==> src/rtl/score_display_pkg.sv <==
// Shared types and active-low 7-segment constants for the score display path.
// Segment bit order is {g,f,e,d,c,b,a}.
package score_display_pkg;

  typedef logic [3:0] bcd_t;

  localparam int unsigned SEG_W = 7;

  localparam logic [SEG_W-1:0] SEG_BLANK = 7'h7F;
  localparam logic [SEG_W-1:0] SEG_DASH  = 7'h3F;
  localparam logic [SEG_W-1:0] SEG_DIGIT [10] = '{
    7'h40, 7'h79, 7'h24, 7'h30, 7'h19,
    7'h12, 7'h02, 7'h78, 7'h00, 7'h10
  };

endpackage

==> src/rtl/seven_seg_decoder.sv <==
// BCD digit to active-low 7-segment pattern; non-decimal codes render as a dash.
module seven_seg_decoder
  import score_display_pkg::*;
(
  input  bcd_t             digit,
  input  logic             blank,
  output logic [SEG_W-1:0] seg_c
);

  always_comb begin
    seg_c = SEG_DASH;
    for (int i = 0; i < 10; i++) begin
      if (digit == 4'(i)) seg_c = SEG_DIGIT[i];
    end
    if (blank) seg_c = SEG_BLANK;
  end

endmodule

==> src/rtl/score_digit_display_scanner.sv <==
// Captures strobed score digits into a frame, commits whole frames atomically,
// and scans the committed frame onto a common-anode multi-digit display.
module score_digit_display_scanner
  import score_display_pkg::*;
#(
  parameter int unsigned NUM_DIGITS  = 2,
  parameter int unsigned SEL_W       = 1,
  parameter int unsigned REFRESH_DIV = 50000,
  parameter bit          BLANK_LZ    = 1'b1
) (
  input  logic                  CLK,
  input  logic                  RESET,
  input  logic [SEL_W-1:0]      STROBE_COUNTER,
  input  bcd_t                  STROBED_SCORE,
  output logic [NUM_DIGITS-1:0] ANODE,
  output logic [SEG_W-1:0]      SEG,
  output logic                  FRAME_VALID
);

  localparam int unsigned CNT_W = $clog2(REFRESH_DIV);
  localparam int unsigned IDX_W = (NUM_DIGITS > 1) ? $clog2(NUM_DIGITS) : 1;

  bcd_t                  cap_q  [NUM_DIGITS];
  bcd_t                  cap_d  [NUM_DIGITS];
  bcd_t                  disp_q [NUM_DIGITS];
  logic [NUM_DIGITS-1:0] mask_q;
  logic [NUM_DIGITS-1:0] mask_d;
  logic                  commit_c;

  logic [CNT_W-1:0]      cnt_q;
  logic [IDX_W-1:0]      idx_q;
  logic                  wrap_c;

  bcd_t                  digit_c;
  logic                  blank_c;
  logic                  zero_above_c;
  logic [NUM_DIGITS-1:0] anode_c;
  logic [SEG_W-1:0]      dec_seg_c;

  // Out-of-range selects match no slot and so leave cap/mask untouched.
  always_comb begin
    cap_d  = cap_q;
    mask_d = mask_q;
    for (int i = 0; i < int'(NUM_DIGITS); i++) begin
      if (STROBE_COUNTER == SEL_W'(i)) begin
        cap_d[i]  = STROBED_SCORE;
        mask_d[i] = 1'b1;
      end
    end
    commit_c = &mask_d;
  end

  always_ff @(posedge CLK or posedge RESET) begin
    if (RESET) begin
      for (int i = 0; i < int'(NUM_DIGITS); i++) begin
        cap_q[i]  <= '0;
        disp_q[i] <= '0;
      end
      mask_q      <= '0;
      FRAME_VALID <= 1'b0;
    end else begin
      cap_q  <= cap_d;
      mask_q <= commit_c ? '0 : mask_d;
      if (commit_c) begin
        disp_q      <= cap_d;
        FRAME_VALID <= 1'b1;
      end
    end
  end

  assign wrap_c = (cnt_q == CNT_W'(REFRESH_DIV - 1));

  always_ff @(posedge CLK or posedge RESET) begin
    if (RESET) begin
      cnt_q <= '0;
      idx_q <= '0;
    end else begin
      cnt_q <= wrap_c ? '0 : cnt_q + 1'b1;
      if (wrap_c) idx_q <= (idx_q == IDX_W'(NUM_DIGITS - 1)) ? '0 : idx_q + 1'b1;
    end
  end

  // Walk from the top digit down so zero_above_c covers digits idx..NUM_DIGITS-1.
  always_comb begin
    digit_c      = '0;
    blank_c      = 1'b0;
    zero_above_c = 1'b1;
    anode_c      = '1;
    for (int i = int'(NUM_DIGITS) - 1; i >= 0; i--) begin
      zero_above_c = zero_above_c && (disp_q[i] == 4'd0);
      if (idx_q == IDX_W'(i)) begin
        digit_c    = disp_q[i];
        blank_c    = BLANK_LZ && (i != 0) && zero_above_c;
        anode_c[i] = 1'b0;
      end
    end
  end

  seven_seg_decoder u_dec (
    .digit (digit_c),
    .blank (blank_c),
    .seg_c (dec_seg_c)
  );

  always_ff @(posedge CLK or posedge RESET) begin
    if (RESET) begin
      ANODE <= '1;
      SEG   <= SEG_BLANK;
    end else begin
      ANODE <= FRAME_VALID ? anode_c : '1;
      SEG   <= FRAME_VALID ? dec_seg_c : SEG_BLANK;
    end
  end

endmodule

==> config.mk <==
export PLATFORM = sky130hd
export DESIGN_NAME = score_digit_display_scanner
export DESIGN_NICKNAME = d
export VERILOG_FILES = /design/src/rtl/score_display_pkg.sv /design/src/rtl/seven_seg_decoder.sv /design/src/rtl/score_digit_display_scanner.sv
export SDC_FILE = /design/constraint.sdc
export NUM_CORES = 1
export LEC_CHECK = 0
export ABC_AREA = 1
export BUFFER_PORTS_ARGS = -buffer_cell sky130_fd_sc_hd__buf_2
export CAP_MARGIN = 0
export CORE_MARGIN = 5
export CORE_UTILIZATION = 40
export CTS_BUF_LIST = sky130_fd_sc_hd__clkbuf_2 sky130_fd_sc_hd__clkbuf_4 sky130_fd_sc_hd__clkbuf_8
export CTS_CLUSTER_DIAMETER = 30
export DETAILED_ROUTE_END_ITERATION = 12
export HOLD_SLACK_MARGIN = 0.03
export RECOVER_POWER = 25
export SLEW_MARGIN = 20
export SYNTH_ARGS = -nofsm -noshare
export SYNTH_HDL_FRONTEND = slang
export SYNTH_HIERARCHICAL = 1
export SYNTH_SLANG_ARGS = --single-unit
==> constraint.sdc <==
create_clock -name CLK -period 3.2 [get_ports CLK]
set_input_delay 0.16 -clock CLK [delete_from_list [all_inputs] [get_ports CLK]]
set_output_delay 0.16 -clock CLK [all_outputs]
set_load 0.01 [all_outputs]
# Yosys cells after proc, flatten, opt, wreduce, memory -nomap -nowiden
# Index checks and enable logic that the tools add are counted.
[totals]
regBits = 45
inputBits = 7
out_inout_bits = 10
wordCells = 49
[op_classes]
n_addsub = 2
n_eq_ne = 10
n_mux = 24
reduce_logical = 3
[ops]
columns = ["operator", "count"]
rows = [
  ["two-way mux 7 bit", 12],
  ["adder 16 x 1 -> 16 bit (second input constant)", 1],
  ["equality test 16 bit (second input constant)", 1],
  ["equality test 4 x 3 -> 1 bit (second input constant)", 4],
  ["two-way mux 16 bit", 1],
  ["two-way mux 4 bit", 3],
  ["equality test 4 x 2 -> 1 bit (second input constant)", 2],
  ["equality test 4 bit (second input constant)", 2],
  ["zero test 4 bit", 2],
  ["two-way mux 1 bit", 6],
  ["equality test 4 x 1 -> 1 bit (second input constant)", 1],
  ["two-way mux 2 bit", 2],
  ["AND reduction 2 bit", 1],
  ["adder 1 bit (second input constant)", 1],
]

# Longest topological paths before layout
[logic_depth]
ltp_word = 14
ltp_mapped = 10
depth_no_buf = 9

# By module
# Netlist, hierarchy kept.
[modules_own_cells]
columns = ["mod", "instances", "cells_per_inst", "area_per_inst_um2", "seq_area_each_um2"]
rows = [
  ["score_digit_display_scanner", 1, 230, 1985.7, 1137.3],
  ["seven_seg_decoder", 1, 38, 170.2, 0.0],
]

# Worst setup path before layout
# No wires, ideal clock.
[synth_path]
kind = "register to register"
startpoint = "register idx_q"
endpoint = "register SEG[0]"
setup_ns = 0.084
arrival_ns = 1.588
t_required_ns = 3.116
slack_ns = 1.528
path_stages_with_launch = 9
n_path_buf = 1
period_less_slack_ns = 1.672
cell_sequence = "dfrtp_1 > clkbuf_1 > o21ai_0 > inv_1 > nand2_2 > nand3_1 > nand4_1 > nand2_1 > or2_2"
[synth_via]
elab_chain_cells = 14
elab_cells_between_ends = 24
classes_between = "eq/ne: 9; mux: 14; reduce/logical: 1"
[synth_lines]
columns = ["element", "line_no", "text"]
rows = [
  ["from (decl)", "score_digit_display_scanner.sv:31", "logic [IDX_W-1:0] idx_q;"],
  ["from (signal assigned)", "score_digit_display_scanner.sv:79", "if (wrap_c) idx_q <= (idx_q == IDX_W'(NUM_DIGITS - 1)) ? '0 : idx_q + 1'b1;"],
  ["two-way mux 4 bit (*)", "score_digit_display_scanner.sv:91", "if (idx_q == IDX_W'(i)) begin"],
  ["net digit_c[0]", "score_digit_display_scanner.sv:34", "bcd_t digit_c;"],
  ["zero test 4 bit", "seven_seg_decoder.sv:13", "if (digit == 4'(i)) seg_c = SEG_DIGIT[i];"],
  ["two-way mux 7 bit (9 in series)", "seven_seg_decoder.sv:13", ""],
  ["two-way mux 7 bit (*)", "seven_seg_decoder.sv:13", ""],
  ["two-way mux 7 bit (*)", "seven_seg_decoder.sv:15", "if (blank) seg_c = SEG_BLANK;"],
  ["net dec_seg_c[0]", "score_digit_display_scanner.sv:38", "logic [SEG_W-1:0] dec_seg_c;"],
  ["two-way mux 7 bit (*)", "score_digit_display_scanner.sv:111", "SEG <= FRAME_VALID ? dec_seg_c : SEG_BLANK;"],
  ["to (signal assigned)", "score_digit_display_scanner.sv:111", ""],
  ["to (decl)", "score_digit_display_scanner.sv:16", "output logic [SEG_W-1:0] SEG,"],
]
# The timed path passes the listed nets; every way through them passes the cells marked *.
# A chain may end at the register's enable or synchronous reset.

# Worst setup path after layout
# Ends and elaborated chain as after synthesis.

==> flow_metrics.env <==
export IMPL_grt_pass1_wl_um=7690
export IMPL_register_area_um2=1140
export IMPL_wl_um=4110
export IMPL_start_kind="flop"
export IMPL_drtIter0Drc=41
export IMPL_num_vias=1644
export IMPL_setup_viol=0
export IMPL_critPathTopFamily="simple AND/OR/NAND/NOR gates"
export IMPL_post_cts_buffers=0
export IMPL_portBuffers=16
export IMPL_min_period_over_period=0.568
export IMPL_min_path_type="in2reg"
export IMPL_clock_power_share=0.343
export IMPL_crit_fanout=11
export IMPL_syn2layout_area_growth_pct=12.6
export IMPL_clkTransAtPathRegs_ns=0.09
export IMPL_ir_drop_mv=0.265
export IMPL_detail_route_antenna_nets=0
export IMPL_grt_pass1_vias=1716
export IMPL_synthesis_nets=276
export IMPL_fmaxAchievable_ghz=0.550
export IMPL_ys_warn_count=6
export IMPL_p_per_area_nw_per_um2=531
export IMPL_finClkSkew_ns=0.00413
export IMPL_dr_pass1_iters=4
export IMPL_r2r_slack_ns=1.38
export IMPL_hold_buffers=1
export IMPL_slew_viol_final=0
export IMPL_dpl_instance_area_um2=2300
export IMPL_rsz0062_at_grt="false"
export IMPL_grt_use_total=0.136
export IMPL_synth_avg_cell_area_um2=8.04
export IMPL_drc=0
export IMPL_crit_cells=7
export IMPL_die_area_um2=6960
export IMPL_synth_cells=268
export IMPL_path_buf_inv=1
export IMPL_ys_types=24
export IMPL_place_hpwl_um=3020
export IMPL_cts_num_sinks=45
export IMPL_antenna_found_initial=0
export IMPL_die_h_um=83.4
export IMPL_leakagePower_uw=0.00127
export IMPL_outcome="complete, no violations"
export IMPL_hold_end="cap_q[5]"
export IMPL_fin_tns_setup_ns=0
export IMPL_layout_setup_ws_ns=1.38
export IMPL_via_per_inst=4.55
export IMPL_critical_path_slowest_cell="dfrtp_1"
export IMPL_ctsResizeCount=0
export IMPL_grt_max_degree=30
export IMPL_drive_above_1_share=0.182
export IMPL_cts_root_buf="clkbuf_8"
export IMPL_cp_slowest_stage_delay_ns=0.49
export IMPL_reg2reg_to="SEG[0]"
export IMPL_seq_area_frac_synth=0.528
export IMPL_cts_tree="built"
export IMPL_worst_pin_slew_ns=0.602
export IMPL_max_slew_margin=0.596
export IMPL_worstHoldStart="STROBED_SCORE[1]"
export IMPL_p_seq_frac=0.506
export IMPL_reg2reg_depth=7
export IMPL_grt_overflow=0
export IMPL_fillers=524
export IMPL_internal_power_uw=958
export IMPL_row_count=26
export IMPL_htree_levels=2
export IMPL_die_w_um=83.4
export IMPL_multi_input_area_um2=826
export IMPL_nNetsFinal=298
export IMPL_p_sw_frac=0.257
export IMPL_coreArea_um2=5170
export IMPL_hold_viol=0
export IMPL_pin_count=17
export IMPL_arrival_ns=2.05
export IMPL_crit_chain="o21ai_0 -> inv_1 -> nand2_2 -> nand3_1 -> nand4_1 -> nand2_1 -> or2_2"
export IMPL_r2r_start="idx_q"
export IMPL_hold_depth=3
export IMPL_syn_area_um2=2160
export IMPL_initial_core_util=0.417
export IMPL_switchingPower_uw=331
export IMPL_place_congestion=0.821
export IMPL_clkLatencyLatePin_ns=0.30
export IMPL_synth_seq_cells=45
export IMPL_critical_path_required_ns=3.43
export IMPL_routedWlPerCell_um=11.4
export IMPL_pre_cts_ws_ns=1.41
export IMPL_worstSetupEndpointType="flop"
export IMPL_cts_path_max_buffers=2
export IMPL_pwr_share_comb=0.151
export IMPL_period_minus_slack_ns=1.82
export IMPL_cap_viol_max_count=0
export IMPL_cts_buffers=5
export IMPL_antenna_diode_count=0
export IMPL_worst_setup_path_type="reg2reg"
export IMPL_fin_area_um2=2430
## area by class of cell
cell class | count | share of cell area
sequential | 45 | 0.469
multi-input combinational | 177 | 0.340
inverter | 43 | 0.0675
timing repair buffer | 18 | 0.0402
tap | 70 | 0.0361
clock buffer | 6 | 0.0314
clock inverter | 2 | 0.0160
## worst max-delay path by stage
stage | slack, ns | from | end
after floorplan | 1.53 | idx_q | SEG[0]
after global placement | 1.50 | idx_q | SEG[0]
after detailed placement | 1.41 | idx_q | SEG[0]
after CTS | 1.40 | idx_q | SEG[0]
after global routing | 1.14 | idx_q | SEG[1]
final | 1.38 | idx_q | SEG[0]
## power by group through the flow
stage,Combinational (uW),Sequential (uW),Clock (uW)
2_1_floorplan,127,678,0
3_3_place_gp,194,664,0
3_5_place_dp,197,664,0
4_1_cts,199,654,461
5_1_grt,224,659,484
6_report,194,653,442
## state kept, by name, indices dropped and copies added (netlist names)
register and count:
idx_q 1, FRAME_VALID 1, cnt_q 16, disp_q 8
ANODE 2, SEG 7, mask_q 2, cap_q 8
## stage by stage
stage               hold slack [ns]  instances   util  power (uW)
finish                        0.140        361  0.469        1290
global route                  0.162        361  0.469        1370
CTS                           0.129        361  0.470        1310
detailed placement            0.188        352  0.446         861
global placement              0.189        352  0.446         858
floorplan                     0.336        268      -         806
## cells by family (layout without fill, tap and decap cells)
group / Yosys count / in the layout / share of synthesized area
buffers and inverters: 46 / 69 / 0.0882
AND/OR/NAND/NOR: 145 / 145 / 0.287
AO/OA/AOI/OAI: 22 / 22 / 0.0551
XOR/XNOR: 9 / 9 / 0.0366
adder cells (fa/ha/maj): 1 / 1 / 0.00580
flip-flops: 45 / 45 / 0.528
## routing by layer
layer	wire, um	GRT usage
met1	1840	0.153
met2	2090	0.246
met3	106	0.0297
met4	76	0.0570
met5	0	0
## cell usage after synthesis, drive strengths merged
master	count	area, um^2
o21bai	1	11.3
dfstp	9	236
or2	7	43.8
a21oi	3	15.0
nand3	17	85.1
inv	43	164
ha	1	12.5
buf	2	22.5
o21ai	17	85.1
nor2	36	153
xor2	8	70.1
dfrtp	36	901
clkbuf	1	3.75
o21a	1	7.51
xnor2	1	8.76
nand4	4	25.0
nor4	1	6.26
nand2	80	305
## cell usage in the layout, fill, tap and decap left out, types with 2 or more instances in the layout
cell type / netlist / routed
a21oi_1: 3 / 3
buf_2: 0 / 16
clkbuf_8: 0 / 5
dfrtp_1: 36 / 36
dfstp_2: 9 / 9
inv_1: 38 / 37
inv_2: 4 / 4
nand2_1: 78 / 78
nand2_2: 2 / 2
nand3_1: 17 / 17
nand4_1: 4 / 4
nor2_1: 31 / 32
nor2_2: 4 / 3
o21ai_0: 14 / 14
o21ai_1: 3 / 3
or2_2: 7 / 7
xor2_1: 8 / 8
## worst min-delay path, cell delays in order
cell and delay [ns]:
buf_2 0.09, inv_1 0.05, o21ai_0 0.09
Note: power is estimated with default switching activity, not from simulation.
